===== src/rtl/edge_detector_mc.sv =====
// Multi-channel edge detector: per-channel synchroniser, glitch filter,
// selectable rise/fall/both edge pulse, sticky software-clearable flag and irq.
module edge_detector_mc #(
  parameter int N_CH          = 4,
  parameter int SYNC_STAGES   = 2,
  parameter int FILTER_CYCLES = 1
) (
  input  logic              clk,
  input  logic              resetn,
  input  logic [N_CH-1:0]   din,
  input  logic [2*N_CH-1:0] mode,
  input  logic [N_CH-1:0]   clr,
  output logic [N_CH-1:0]   dout,
  output logic [N_CH-1:0]   level,
  output logic [N_CH-1:0]   flag,
  output logic              irq
);

  localparam int CNT_W = $clog2(FILTER_CYCLES + 1);
  localparam logic [CNT_W-1:0] CNT_TERM = CNT_W'(FILTER_CYCLES - 1);
  localparam logic [CNT_W-1:0] CNT_ONE  = CNT_W'(1);

  logic [SYNC_STAGES-1:0][N_CH-1:0] sync_r;
  logic [N_CH-1:0]                  sync_s;
  logic [N_CH-1:0]                  stab_r;
  logic [N_CH-1:0]                  stab_nx_s;
  logic [CNT_W-1:0]                 cnt_r    [N_CH];
  logic [CNT_W-1:0]                 cnt_nx_s [N_CH];
  logic [N_CH-1:0]                  ev_r;
  logic [N_CH-1:0]                  ev_nx_s;
  logic [N_CH-1:0]                  dout_r;
  logic [N_CH-1:0]                  flag_r;

  assign sync_s = sync_r[SYNC_STAGES-1];

  // Synchroniser chain for the asynchronous inputs
  always_ff @(posedge clk or negedge resetn) begin
    if (!resetn) begin
      sync_r <= '0;
    end else begin
      sync_r[0] <= din;
      for (int j = 1; j < SYNC_STAGES; j++) begin
        sync_r[j] <= sync_r[j-1];
      end
    end
  end

  // Filter next state and edge qualification; mode is sampled here, on the
  // same edge at which the stable level updates.
  always_comb begin
    stab_nx_s = stab_r;
    ev_nx_s   = '0;
    for (int i = 0; i < N_CH; i++) begin
      cnt_nx_s[i] = '0;
      if (sync_s[i] == stab_r[i]) begin
        cnt_nx_s[i] = '0;
      end else if (cnt_r[i] == CNT_TERM) begin
        stab_nx_s[i] = sync_s[i];
        cnt_nx_s[i]  = '0;
      end else begin
        cnt_nx_s[i] = cnt_r[i] + CNT_ONE;
      end
      ev_nx_s[i] = (stab_nx_s[i] & ~stab_r[i] & mode[2*i]) |
                   (~stab_nx_s[i] & stab_r[i] & mode[2*i+1]);
    end
  end

  // Filter state, pending event, pulse and sticky flag registers
  always_ff @(posedge clk or negedge resetn) begin
    if (!resetn) begin
      stab_r <= '0;
      ev_r   <= '0;
      dout_r <= '0;
      flag_r <= '0;
      for (int i = 0; i < N_CH; i++) begin
        cnt_r[i] <= '0;
      end
    end else begin
      stab_r <= stab_nx_s;
      ev_r   <= ev_nx_s;
      dout_r <= ev_r;
      // A new event wins over a clear on the same edge
      flag_r <= (flag_r & ~clr) | ev_r;
      for (int i = 0; i < N_CH; i++) begin
        cnt_r[i] <= cnt_nx_s[i];
      end
    end
  end

  assign level = stab_r;
  assign dout  = dout_r;
  assign flag  = flag_r;
  assign irq   = |flag_r;

endmodule


===== config.mk =====
export PLATFORM = sky130hd
export DESIGN_NAME = edge_detector_mc
export DESIGN_NICKNAME = d
export VERILOG_FILES = /design/src/rtl/edge_detector_mc.sv
export SDC_FILE = /design/constraint.sdc
export NUM_CORES = 1
export LEC_CHECK = 0
export BUFFER_PORTS_ARGS = -buffer_cell sky130_fd_sc_hd__buf_4
export CORE_UTILIZATION = 40
export DETAILED_ROUTE_END_ITERATION = 10
export HOLD_SLACK_MARGIN = 0.02
export PLACE_DENSITY = 0.77
export SLEW_MARGIN = 25
export SYNTH_ARGS = -nofsm -noshare
export SYNTH_HDL_FRONTEND = slang
export SYNTH_SLANG_ARGS = --single-unit

===== constraint.sdc =====
create_clock -name clk -period 1 [get_ports clk]
set_clock_uncertainty 0.1 [all_clocks]
set_input_delay 0.2 -clock clk [delete_from_list [all_inputs] [get_ports clk]]
set_output_delay 0.2 -clock clk [all_outputs]
set_load 0.01 [all_outputs]

Yosys cells after proc, flatten, opt, wreduce, memory -nomap -nowiden
Index checks and enable logic that the tools add are counted.
{ "totals": {"regBits": 28, "inputBits": 18, "output_inout_bits": 13, "wordCells": 66} }
{ "classes": {"addsub": 4, "n_eq_ne": 4, "muxes": 16, "n_bitwise": 31, "reduce_logical": 1} }
{ "op_table": {"columns": ["op", "n"], "rows": [
  ["AND 1 bit", 16],
  ["two-way mux 1 bit", 16],
  ["NOT 1 bit", 8],
  ["adder 1 bit, second input constant", 4],
  ["AND 4 bit", 1],
  ["equality test 1 bit", 4],
  ["NOT 4 bit", 1],
  ["OR 1 bit", 4],
  ["OR 4 bit", 1],
  ["OR reduction 4 bit", 1]
]} }

Longest topological paths before layout
{ "depth": {"word_depth": 6, "mapped_depth": 2, "depth_no_buf": 2} }

Least setup slack after synthesis
No wires, ideal clock.
{ "synth_timing": {"path_kind": "register -> output", "startpoint": "register flag_r[0], in the netlist flag[0]", "endpoint": "output irq", "arrival_ns": 0.981, "required_time_ns": 0.700, "path_slack_ns": -0.281, "path_stages_with_launch": 2, "n_path_buf": 0, "cell_sequence": "dfrtp_1 > or4_1"} }
{ "synth_between": {"elab_chain_cells": 1} }
{ "synth_lines": {"columns": ["item", "line", "rtl"], "rows": [
  ["from (decl)", "32", "logic [N_CH-1:0] flag_r;"],
  ["from (signal assigned)", "83", "flag_r <= (flag_r & ~clr) | ev_r;"],
  ["OR reduction 4 bit", "93", "assign irq = |flag_r;"],
  ["to (decl)", "16", "output logic irq"]
]} }
Every way passes these cells.

Final worst setup path
{ "layout_timing": {"startpoint": "register flag_r[3], in the netlist flag[3]", "endpoint": "output irq"} }
The elaborated chain is that of the path after synthesis.

==> reports/results.txt <==
The run finished, with violations left. The checks that failed: setup timing. Across the VDD grid, the largest voltage drop is 992 uV. The routed design uses 65 um of met3 wire. The post-route clock period utilization is 1.66. After global routing the overflow that remains totals 0.

In this run, CTS created clock tree buffers numbering 3. The post-synth net total was 67. The logs give 31 for the number of top-level pins and 25 for the pin count of the biggest net entering global routing. Fraction of layout cells with a size suffix above 1: 0.468.

The most instantiated library cell after synthesis was sky130_fd_sc_hd__dfrtp_1. Counting flops and latches in the post-synthesis netlist gives 24. At the later pin of the worst-skew pair, clock insertion delay measures 0.31 ns.

Power density relative to cell area: 1550 nW/um^2. By area the synthesized netlist is led by sky130_fd_sc_hd__dfrtp_1 (82%), sky130_fd_sc_hd__nand3b_1 (4.1%), sky130_fd_sc_hd__a21o_1 (3.1%). The number of cells on the worst reg-to-reg path is 3. Counting tap cells, the placed design contains a total of 104 instances. The number of levels the H-tree was split into came out at 1. The clock transition at the register clock pins on the worst setup and hold paths after CTS works out to 0.13 ns.

The logs give 0.158 for the combinational share of power and 0 for the number of max-capacitance violations reported. The via count of the first global-routing pass was 546. The max-slew headroom at the worst pin was 0.806; the net switching share of the total power was 0.220. The synthesized cell area is 734 sq um. The critical path is of the reg -> out type.

The number of pins with negative max-slew slack in the final report was 0; the global router's overall resource usage was 0.159. Cell internal power was estimated by the tool at 1.46 mW. The floorplan step defined a die boundary enclosing 2010 sq um. The sequential share of power came out at 0.574.

The number of unique standard cell types used by synthesis was 9. The tightest min-delay check is of the in -> reg type. The highest net fanout along the worst path was 2.

The clock share of power came out at 0.267. The mean instance size in the synthesized netlist was 15.0 sq um. The critical path starts at flag[3]$_DFF_PN0_. Routability-driven placement finished with a final weighted congestion of 0.669. The sequential fraction of the synthesis area is 0.818. The share of flip-flops with an asynchronous set or reset came out at 1.00. The final route contains 515 vias. Summed over all instances, the cell type with the most area after synthesis is sky130_fd_sc_hd__dfrtp_1. At the placement stage, the worst setup path has a slack of -0.343 ns. The die span in x is 44.9 um.

Hold path startpoint: mode[7]. For the pin with the worst max-slew slack, the measured transition is 0.291 ns. In this run the static leakage power is 0.622 nW. Dividing the detail-routed wire length by the instance count gives 11.5 um. The fraction of synthesized cell area taken by the top area cell type came out at 0.818. After the first detailed-routing iteration, the DRC count stood at 4. The tools report the number of antenna violations at the first check in global routing as 0.

The count of nets left with antenna violations after detail routing was 0. STA classifies the critical path startpoint as a flop. The count of endpoints failing setup in the final report was 13. The most used flip-flop cell after synthesis is sky130_fd_sc_hd__dfrtp_1.

The floorplan step defined a core boundary enclosing 1730 sq um. The run gives -0.657 ns as the setup slack of the critical path after layout. Signal routing reaches up to met4. The clock passes through at most 2 buffers. The detailed-route DRC error count is 0. The logs give 1370 um for the total routed wirelength and 603 MHz for the fmax. Compared with the post-synthesis result, the final layout area differs by 64.2%.

For this run, the post-layout net count is 113. The post-route met1 wirelength was 541 um. The shortest clock period the worst path allows after layout is 1.66 ns.

In this run the critical register-to-register path is launched from flag[1]$_DFF_PN0_. Setup repair after global routing could not meet its margin everywhere. For this run, the number of Yosys warnings is 0. For the wire length on met2, the log shows 757 um. The tools report the root buffer cell as sky130_fd_sc_hd__clkbuf_4. For the final HPWL from detailed placement, the log shows 928 um. The run gives 49 as the synthesized instance count. TritonCTS built the clock tree. Ratio of routed vias to standard cells: 4.33. The pre-antenna-repair detailed-routing pass consisted of 2 iterations.

For the worst setup path, the data required time is 0.70 ns. Once layout is complete, the cells apart from fillers number 119. 0 antenna diodes ended up in the layout. CTS saw 24 sinks. The power spent charging and discharging nets is 0.410 mW, and the first-pass GRT wire length is 2190 um. Number of placement rows: 15. The worst hold path was traced through 3 stages.

STA classifies the critical path endpoint as a primary output. The count of port buffers added during placement came out at 30. The die is 44.9 um tall.

For the initial core utilization, the log shows 0.425. In this run, synthesis inferred 0 flip-flops with an integrated enable. The worst endpoint data arrival time was 1.36 ns. For the hold violation total from the final report, the log shows 0.
## per-stage QoR
stage / TNS, ns / utilization / area [sq um] / power [mW] / hold WS (ns)
detailed placement: -0.343 / 0.585 / 1010 / 1.31 / 0.00781
global route: -3.26 / 0.699 / 1210 / 1.93 / 0.0217
floorplan: -0.256 / - / 738 / 1.14 / -0.196
global placement: -0.321 / 0.585 / 1010 / 1.30 / 0.00502
CTS: -2.89 / 0.688 / 1190 / 1.86 / 0.0231
finish: -2.79 / 0.699 / 1210 / 1.87 / 0.0148
## timing repair
item | 4_1_cts | 5_1_grt
resized for setup | 15 | 2
pin swaps | 1 | 0
buffers inserted | 3 | 3
setup endpoints to repair | 13 | 14
cloned | 0 | 0
hold buffers | 7 | 0
hold endpoints to repair | 30 | 0
## final timing paths
path	to	slack (ns)
max in group asynchronous	flag[2]$_DFF_PN0_	0.36
hold reg to reg	sync_s[0]$_DFF_PN0_	0.26
setup / recovery	irq	-0.66
setup reg to reg	flag[1]$_DFF_PN0_	0.01
min in group asynchronous	level[2]$_DFF_PN0_	0.21
hold / removal	ev_r[3]$_DFF_PN0_	0.01
## critical path: stages (launching register included)
cell and delay (ns):
sky130_fd_sc_hd__dfrtp_1 0.41, sky130_fd_sc_hd__or4_4 0.51, sky130_fd_sc_hd__buf_6 0.13
## kinds of logic after synthesis
logic type | share of synthesized area
buf+inv | 0.0409
compound gates | 0.0698
flops | 0.818
simple gates | 0.0715
## cell type report
class	count	area [sq um]
flip-flops and latches	24	601
fillers	148	520
repair buffers	45	415
multi-input cells	17	108
clock buffers	4	36.3
well taps	25	31.3
inverters	4	15.0
## per-layer routing
layer  vias up  GRT usage
met5         -          0
met4         0     0.0909
met3         2     0.0240
met2        19      0.288
met1       246      0.176
li1        248          -
## power groups by stage
stage | sequential (mW) | combinational [mW] | clock, mW
floorplan | 1.10 | 0.0423 | 0
global placement | 1.08 | 0.221 | 0
detailed placement | 1.09 | 0.225 | 0
CTS | 1.07 | 0.287 | 0.504
global route | 1.08 | 0.320 | 0.531
finish | 1.07 | 0.296 | 0.499
## registers in the layout, indices dropped and copies added, names as in the netlist
register	flops
ev_r	4
sync_r	4
level	4
dout	4
sync_s	4
flag	4
## cells in the final DEF (no fill, tap or decap)
cell type                        n
sky130_fd_sc_hd__a21o_1          3
sky130_fd_sc_hd__a21o_2          1
sky130_fd_sc_hd__inv_1           4
sky130_fd_sc_hd__o21ai_0         3
sky130_fd_sc_hd__clkbuf_4        3
sky130_fd_sc_hd__dlygate4sd3_1   7
sky130_fd_sc_hd__nand2_1         4
sky130_fd_sc_hd__buf_6          16
sky130_fd_sc_hd__nand3b_1        4
sky130_fd_sc_hd__clkbuf_8        1
sky130_fd_sc_hd__o21ai_1         1
sky130_fd_sc_hd__or4_4           1
sky130_fd_sc_hd__buf_4          22
sky130_fd_sc_hd__dfrtp_1        24
(Power assumes the default switching activity.)
